==> config.mk <==
export PLATFORM = sky130hd
export DESIGN_NAME = pipelined_core_fwd
export DESIGN_NICKNAME = d
export VERILOG_FILES = /design/src/rtl/pipelined_core_pkg.sv /design/src/rtl/pipe_regfile.sv /design/src/rtl/pipelined_core_fwd.sv
export SDC_FILE = /design/constraint.sdc
export NUM_CORES = 1
export LEC_CHECK = 0
export BUFFER_PORTS_ARGS = -buffer_cell sky130_fd_sc_hd__buf_2
export CORE_ASPECT_RATIO = 1.4
export CORE_UTILIZATION = 64
export DETAILED_ROUTE_END_ITERATION = 10
export PLACE_DENSITY_LB_ADDON = 0.1
export SETUP_SLACK_MARGIN = 0.02
export SLEW_MARGIN = 20
export SYNTH_ARGS = -nofsm -noshare
export SYNTH_HDL_FRONTEND = slang
export SYNTH_SLANG_ARGS = --single-unit
==> constraint.sdc <==
create_clock -name clk -period 11.5 [get_ports clk]
set_input_delay 3.45 -clock clk [delete_from_list [all_inputs] [get_ports clk]]
set_output_delay 3.45 -clock clk [all_outputs]
set_load 0.03 [all_outputs]
==> src/rtl/pipelined_core_pkg.sv <==
// pipelined_core_pkg: opcodes, instruction field positions and decoded instruction type for the 4-stage core
package pipelined_core_pkg;
  localparam logic [2:0] OP_ADD = 3'd0, OP_SUB = 3'd1, OP_LOAD = 3'd2, OP_STORE = 3'd3,
                         OP_AND = 3'd4, OP_OR = 3'd5, OP_BEQ = 3'd6, OP_HALT = 3'd7;
  localparam int OP_MSB = 15, RD_MSB = 12, RS1_MSB = 9, RS2_MSB = 6, IMM_MSB = 3;
  typedef struct packed {
    logic [2:0] op;
    logic [2:0] rd;
    logic [2:0] rs1;
    logic [2:0] rs2;
    logic [3:0] imm;
  } instr_t;
  function automatic logic writes_reg(logic [2:0] op);
    return !(op == OP_STORE || op == OP_BEQ || op == OP_HALT);
  endfunction
endpackage

==> src/rtl/pipe_regfile.sv <==
// pipe_regfile: 8 x DATA_W registers, two async reads with write-through, one sync write, r0 hardwired to zero
module pipe_regfile #(
  parameter int DATA_W = 8
) (
  input  logic              clk,
  input  logic              rst,
  input  logic              we_i,
  input  logic [2:0]        wa_i,
  input  logic [DATA_W-1:0] wd_i,
  input  logic [2:0]        ra1_i,
  input  logic [2:0]        ra2_i,
  output logic [DATA_W-1:0] rd1_o,
  output logic [DATA_W-1:0] rd2_o
);
  logic [DATA_W-1:0] regs_q [8];
  always_ff @(posedge clk or posedge rst)
    if (rst) for (int i = 0; i < 8; i++) regs_q[i] <= '0;
    else if (we_i && wa_i != 3'd0) regs_q[wa_i] <= wd_i;
  always_comb begin
    rd1_o = ra1_i == 3'd0 ? '0 : (we_i && wa_i == ra1_i) ? wd_i : regs_q[ra1_i];
    rd2_o = ra2_i == 3'd0 ? '0 : (we_i && wa_i == ra2_i) ? wd_i : regs_q[ra2_i];
  end
endmodule

==> src/rtl/pipelined_core_fwd.sv <==
// pipelined_core_fwd: IF/ID/EX/WB core with WB->EX forwarding, branch flush, stores, HALT and retire counter
module pipelined_core_fwd
  import pipelined_core_pkg::*;
#(
  parameter int DATA_W = 8,
  parameter int PC_W   = 4,
  parameter int CNT_W  = 16
) (
  input  logic              clk,
  input  logic              rst,
  output logic [PC_W-1:0]   imem_addr,
  input  logic [15:0]       imem_data,
  output logic [DATA_W-1:0] dmem_addr,
  output logic [DATA_W-1:0] dmem_wdata,
  output logic              dmem_we,
  input  logic [DATA_W-1:0] dmem_rdata,
  output logic              halted,
  output logic [CNT_W-1:0]  instret,
  output logic              wb_valid,
  output logic [2:0]        wb_rd,
  output logic [DATA_W-1:0] wb_data
);
  logic [PC_W-1:0] pc_q, pc_d, fd_pc_q, de_pc_q;
  logic fd_v_q, fd_v_d, de_v_q, de_v_d, ew_v_q, halted_q, halted_d;
  logic [15:0] fd_ir_q;
  instr_t de_ir_q, de_ir_d;
  logic [DATA_W-1:0] de_a_q, de_b_q, rd1, rd2, op_a, op_b, alu_res, ew_res_q;
  logic [2:0] ew_op_q, ew_rd_q;
  logic [CNT_W-1:0] instret_q, instret_d;
  logic taken, halt_ex, flush;
  pipe_regfile #(.DATA_W(DATA_W)) u_rf (
    .clk(clk), .rst(rst), .we_i(wb_valid), .wa_i(ew_rd_q), .wd_i(ew_res_q),
    .ra1_i(fd_ir_q[RS1_MSB-:3]), .ra2_i(fd_ir_q[RS2_MSB-:3]), .rd1_o(rd1), .rd2_o(rd2)
  );
  always_comb begin
    de_ir_d = '{op: fd_ir_q[OP_MSB-:3], rd: fd_ir_q[RD_MSB-:3], rs1: fd_ir_q[RS1_MSB-:3],
                rs2: fd_ir_q[RS2_MSB-:3], imm: fd_ir_q[IMM_MSB-:4]};
    op_a = (wb_valid && wb_rd != 3'd0 && wb_rd == de_ir_q.rs1) ? wb_data : de_a_q;
    op_b = (wb_valid && wb_rd != 3'd0 && wb_rd == de_ir_q.rs2) ? wb_data : de_b_q;
    alu_res = de_ir_q.op == OP_ADD  ? op_a + op_b :
              de_ir_q.op == OP_SUB  ? op_a - op_b :
              de_ir_q.op == OP_LOAD ? dmem_rdata :
              de_ir_q.op == OP_AND  ? op_a & op_b : op_a | op_b;
    taken = de_v_q && de_ir_q.op == OP_BEQ && op_a == op_b;
    halt_ex = de_v_q && de_ir_q.op == OP_HALT;
    // once halted the flush stays asserted so the frozen pc never refetches into valid state
    flush = taken || halt_ex || halted_q;
    pc_d = (halt_ex || halted_q) ? pc_q :
           taken ? de_pc_q + PC_W'($signed(de_ir_q.imm)) : pc_q + PC_W'(1);
    fd_v_d = !flush;
    de_v_d = fd_v_q && !flush;
    halted_d = halted_q || halt_ex;
    instret_d = (de_v_q && instret_q != '1) ? instret_q + CNT_W'(1) : instret_q;
  end
  always_ff @(posedge clk or posedge rst)
    if (rst) begin
      pc_q      <= '0;
      fd_v_q    <= 1'b0;
      fd_pc_q   <= '0;
      fd_ir_q   <= '0;
      de_v_q    <= 1'b0;
      de_pc_q   <= '0;
      de_ir_q   <= '0;
      de_a_q    <= '0;
      de_b_q    <= '0;
      ew_v_q    <= 1'b0;
      ew_op_q   <= '0;
      ew_rd_q   <= '0;
      ew_res_q  <= '0;
      halted_q  <= 1'b0;
      instret_q <= '0;
    end else begin
      pc_q      <= pc_d;
      fd_v_q    <= fd_v_d;
      fd_pc_q   <= pc_q;
      fd_ir_q   <= imem_data;
      de_v_q    <= de_v_d;
      de_pc_q   <= fd_pc_q;
      de_ir_q   <= de_ir_d;
      de_a_q    <= rd1;
      de_b_q    <= rd2;
      ew_v_q    <= de_v_q;
      ew_op_q   <= de_ir_q.op;
      ew_rd_q   <= de_ir_q.rd;
      ew_res_q  <= alu_res;
      halted_q  <= halted_d;
      instret_q <= instret_d;
    end
  assign imem_addr  = pc_q;
  assign dmem_addr  = op_a;
  assign dmem_wdata = op_b;
  assign dmem_we    = de_v_q && de_ir_q.op == OP_STORE && !halted_q;
  assign halted     = halted_q;
  assign instret    = instret_q;
  assign wb_valid   = ew_v_q && writes_reg(ew_op_q);
  assign wb_rd      = ew_rd_q;
  assign wb_data    = ew_res_q;
endmodule

==> results summary <==
The clock insertion delay at the later pin of the skew report came out at 0.43 ns. The startpoint identified for the worst hold timing path is de_ir_d[11]. The maximum frequency from static timing analysis is 144 MHz. The filler cells instantiated in the layout total 810. In this run, synthesis produced a sequential element count of about 160.

The remaining max-slew budget at the tightest pin is 33.9%. The width of the die is between 90 and 100 um. Setup violations remaining at the end of the flow were counted as 0. At the worst endpoint, the arrival time is 3.50 ns. In this run the worst path has a maximum fanout of 14. The first-iteration detailed-routing DRC count came out at roughly 250. The critical path goes through xor2_1, or4_1, nor2_1, mux2i_1, inv_1, buf_2. The residual antenna-violating net count after detailed routing came out at 0. The highest ir drop seen on vdd is 0.112 mV. The TritonCTS clock tree is yes. The cell at the root of the clock tree is clkbuf_16. The largest stage delay on the critical path came out at 0.77 ns. The area share of the largest cell type after synthesis is between 40% and 50%. The capture instance of the worst register-to-register path is imem_addr[2]. The I/O pin total came out at between 70 and 80. The clock transition at the registers of the reported paths is 0.07 ns.

The number of hold buffers added after cts came out at 0. The synthesized design contains 0 enable-type register cells. The static leakage power came out at 0.00426 uW. The height of the die came out at 135 um.

The number of buffers added on ports is 75. The hold violation total from the final report was 0. Dividing total power by cell area gives a power density of approximately 260 nW/um^2. The total design power is 2350 uW. The total routing usage reported by global routing came out at 29.8%. The post-CTS resize count came out at 0. Broken down by cell family, the worst path's largest delay share belongs to simple AND/OR/NAND/NOR gates. The pin count of the biggest net entering global routing came out at 86. For the final routed database, the setup TNS stands at 0 ns. The total via count in the routed design is 5677. The sequential share of the synthesized area came out at 49.1%. The number of cell rows is 48.

The tree built by TritonCTS fans out to 158 sinks. The total wire length came out at 18400 um. The register-to-register setup slack is 6.52 ns. The area of the core is around 12000 um^2.

The number of cells on the worst reg-to-reg path is 11. After the last flow step, the layout net total stands at 790. Ranked by total cell area, the synthesized netlist is headed by dfrtp_1 (49%), mux2_2 (9.4%), mux4_2 (8.9%), ha_1 (4.0%), mux2i_1 (3.4%). In the final routed layout, each cell accounts on average for 20.5 um. The number of standard cells in the final layout excluding fillers came out at 898.

In the finished design, the share of the clock period the worst path needs comes to between 60% and 70%. 0 antenna diodes ended up in the layout. The synthesized design spends more area on one cell type than any other, namely dfrtp_1. The TritonCTS buffer count came out at 17.

The buffers inserted during post-CTS setup optimization is 0. The count of yosys warnings during synthesis is 0. Among all stages on the critical path, the largest delay is contributed by nor2_1. The timing startpoint of the critical path is wb_rd[0]. The dominant synthesized flop cell is dfrtp_1. In the final layout, the share of cells above drive strength 1 is 30.7%. The initial core utilization came out at roughly 65%.

The start-to-end type of the worst setup path is register to output port. Synthesis produced 672 cells. STA classifies the critical path startpoint as a register. The post-detailed-route via-to-cell ratio came out at about 6.3.

Setup repair after global routing left no endpoint under its margin. The number of optimization iterations in the first detailed-route pass is 5. The number of max-capacitance violations reported is 0.

The path with the worst hold slack has its endpoint at de_ir_q[11]. The number of instances on the worst hold path is 0. The startpoint identified for the worst register-to-register timing path is wb_rd[0]. The number of global-route vias before repair is around 5700.

The detailed placer's ending HPWL is about 13000 um. The worst clock skew is approximately 0.015 ns. The area added between synthesis and finish is 13.4%.

The buffer and inverter count on the worst path is 2. The initial antenna violation count is 0. The flow ran to the end, and the final reports show no timing, DRC or antenna violations.

The share of async-settable or async-resettable flops after synthesis is 100%. The path class of the tightest hold or removal check is register to register. The remaining design rule violation count came out at 0.

The first-pass GRT wire length is between 20000 and 30000 um. The number of placed cells counting well taps came out at ~870. The leftover overflow at the end of global routing came out at 0. The cell area after synthesis came out at 8060 um^2.

Routability-driven placement finished with a final weighted congestion of approximately 0.96. STA classifies the critical path endpoint as an output port. The H-tree was split into 4 levels. The most frequent standard cell in the layout excluding fill and tap cells is dfrtp_1. Leaving out fill and tap cells, the most frequent cells in the layout are dfrtp_1 (158), buf_2 (75), mux2_2 (67). At the pin with the least slew margin, the transition time is 0.988 ns. The number of buffers between clock root and the deepest sink came out at 2. The average cell area after synthesis came out at 12.0 um^2. The count of final max-slew check failures came out at 0.

The post-synth net total is 727. After layout, the minimum clock period comes to 6.95 ns. The die outline area is 13000 um^2. The required arrival time at the worst endpoint came out at 8.05 ns. The count of different cell masters after synthesis came out at 60.
## Yosys cell counts, drive strengths merged, types with 3 or more instances
cell type	n
a211oi	4
a21o	3
a21oi	39
a221oi	3
a31oi	3
a41oi	4
and3	5
buf	10
clkbuf	28
dfrtp	158
fa	3
ha	26
inv	32
mux2	67
mux2i	27
mux4	32
nand2	30
nand2b	5
nand3	12
nand3b	3
nand4	7
nor2	67
nor2b	3
nor3	5
nor4	6
o211ai	3
o21ai	17
o221ai	3
o22ai	4
or2	3
or4	3
xnor2	15
xor2	15
## how the worst max path moves through the flow
stage,end,cells past startpoint
after global placement,dmem_addr[1],6
after global routing,dmem_addr[1],6
after detailed placement,dmem_addr[1],6
after CTS,dmem_addr[1],6
final,dmem_addr[1],6
after floorplan,de_a_q[0],1
## metrics by stage
stage                     setup slack, ns  cell area (um^2)  hold WS, ns  utilization, %
after floorplan                      3.79              8060        0.331               -
after global placement               5.16              8540        0.332            69.4
after detailed placement             5.02              8540        0.336            69.4
after CTS                            4.57              9140        0.353            74.2
after global routing                 4.35              9140        0.355            74.2
final                                4.55              9140        0.352            74.2
## routing by layer
metal  wire [um]  up-vias  global-route usage, %
met2        9320      213                   49.7
met1        7500     2859                   37.9
met4         696        0                   14.8
li1            -     2549                      -
met3         881       56                   5.12
met5           0        -                      0
## kinds of logic after synthesis
| kind of cell | share of synthesized area (%) |
|---|---|
| flip-flops | 49.1 |
| AND/OR/NAND/NOR | 9.47 |
| multiplexers | 21.7 |
| AO/OA/AOI/OAI | 8.43 |
| buffers and inverters | 3.32 |
| XOR/XNOR | 3.26 |
| adder cells (fa/ha/maj) | 4.78 |
## where the power goes
group	switching [uW]	leakage, uW	internal [uW]
logic	507	0.00201	389
registers	179	0.00197	727
clock network	232	0.000286	320
total	918	0.00426	1440
## layout make-up
type | count | area, um^2 | share of cell area, %
clock buffer | 20 | 467 | 5.11
clock inverter | 12 | 126 | 1.38
inverter | 32 | 125 | 1.37
multi-input combinational | 444 | 3850 | 42.1
sequential | 158 | 3950 | 43.3
tap | 150 | 188 | 2.05
timing repair buffer | 82 | 432 | 4.72
## registers in the layout, summed over array words and instances, names as in the netlist
| register | count |
|---|---|
| u_rf.regs_q | 64 |
| de_pc_q | 4 |
| ew_v_q | 1 |
| fd_pc_q | 4 |
| de_b_q | 8 |
| imem_addr | 4 |
| wb_data | 8 |
| de_ir_q | 16 |
| ew_op_q | 3 |
| wb_rd | 3 |
| halted | 1 |
| de_a_q | 8 |
| instret | 16 |
| fd_v_q | 1 |
| de_ir_d | 16 |
| de_v_q | 1 |
Power figures use the tool's default switching activity.
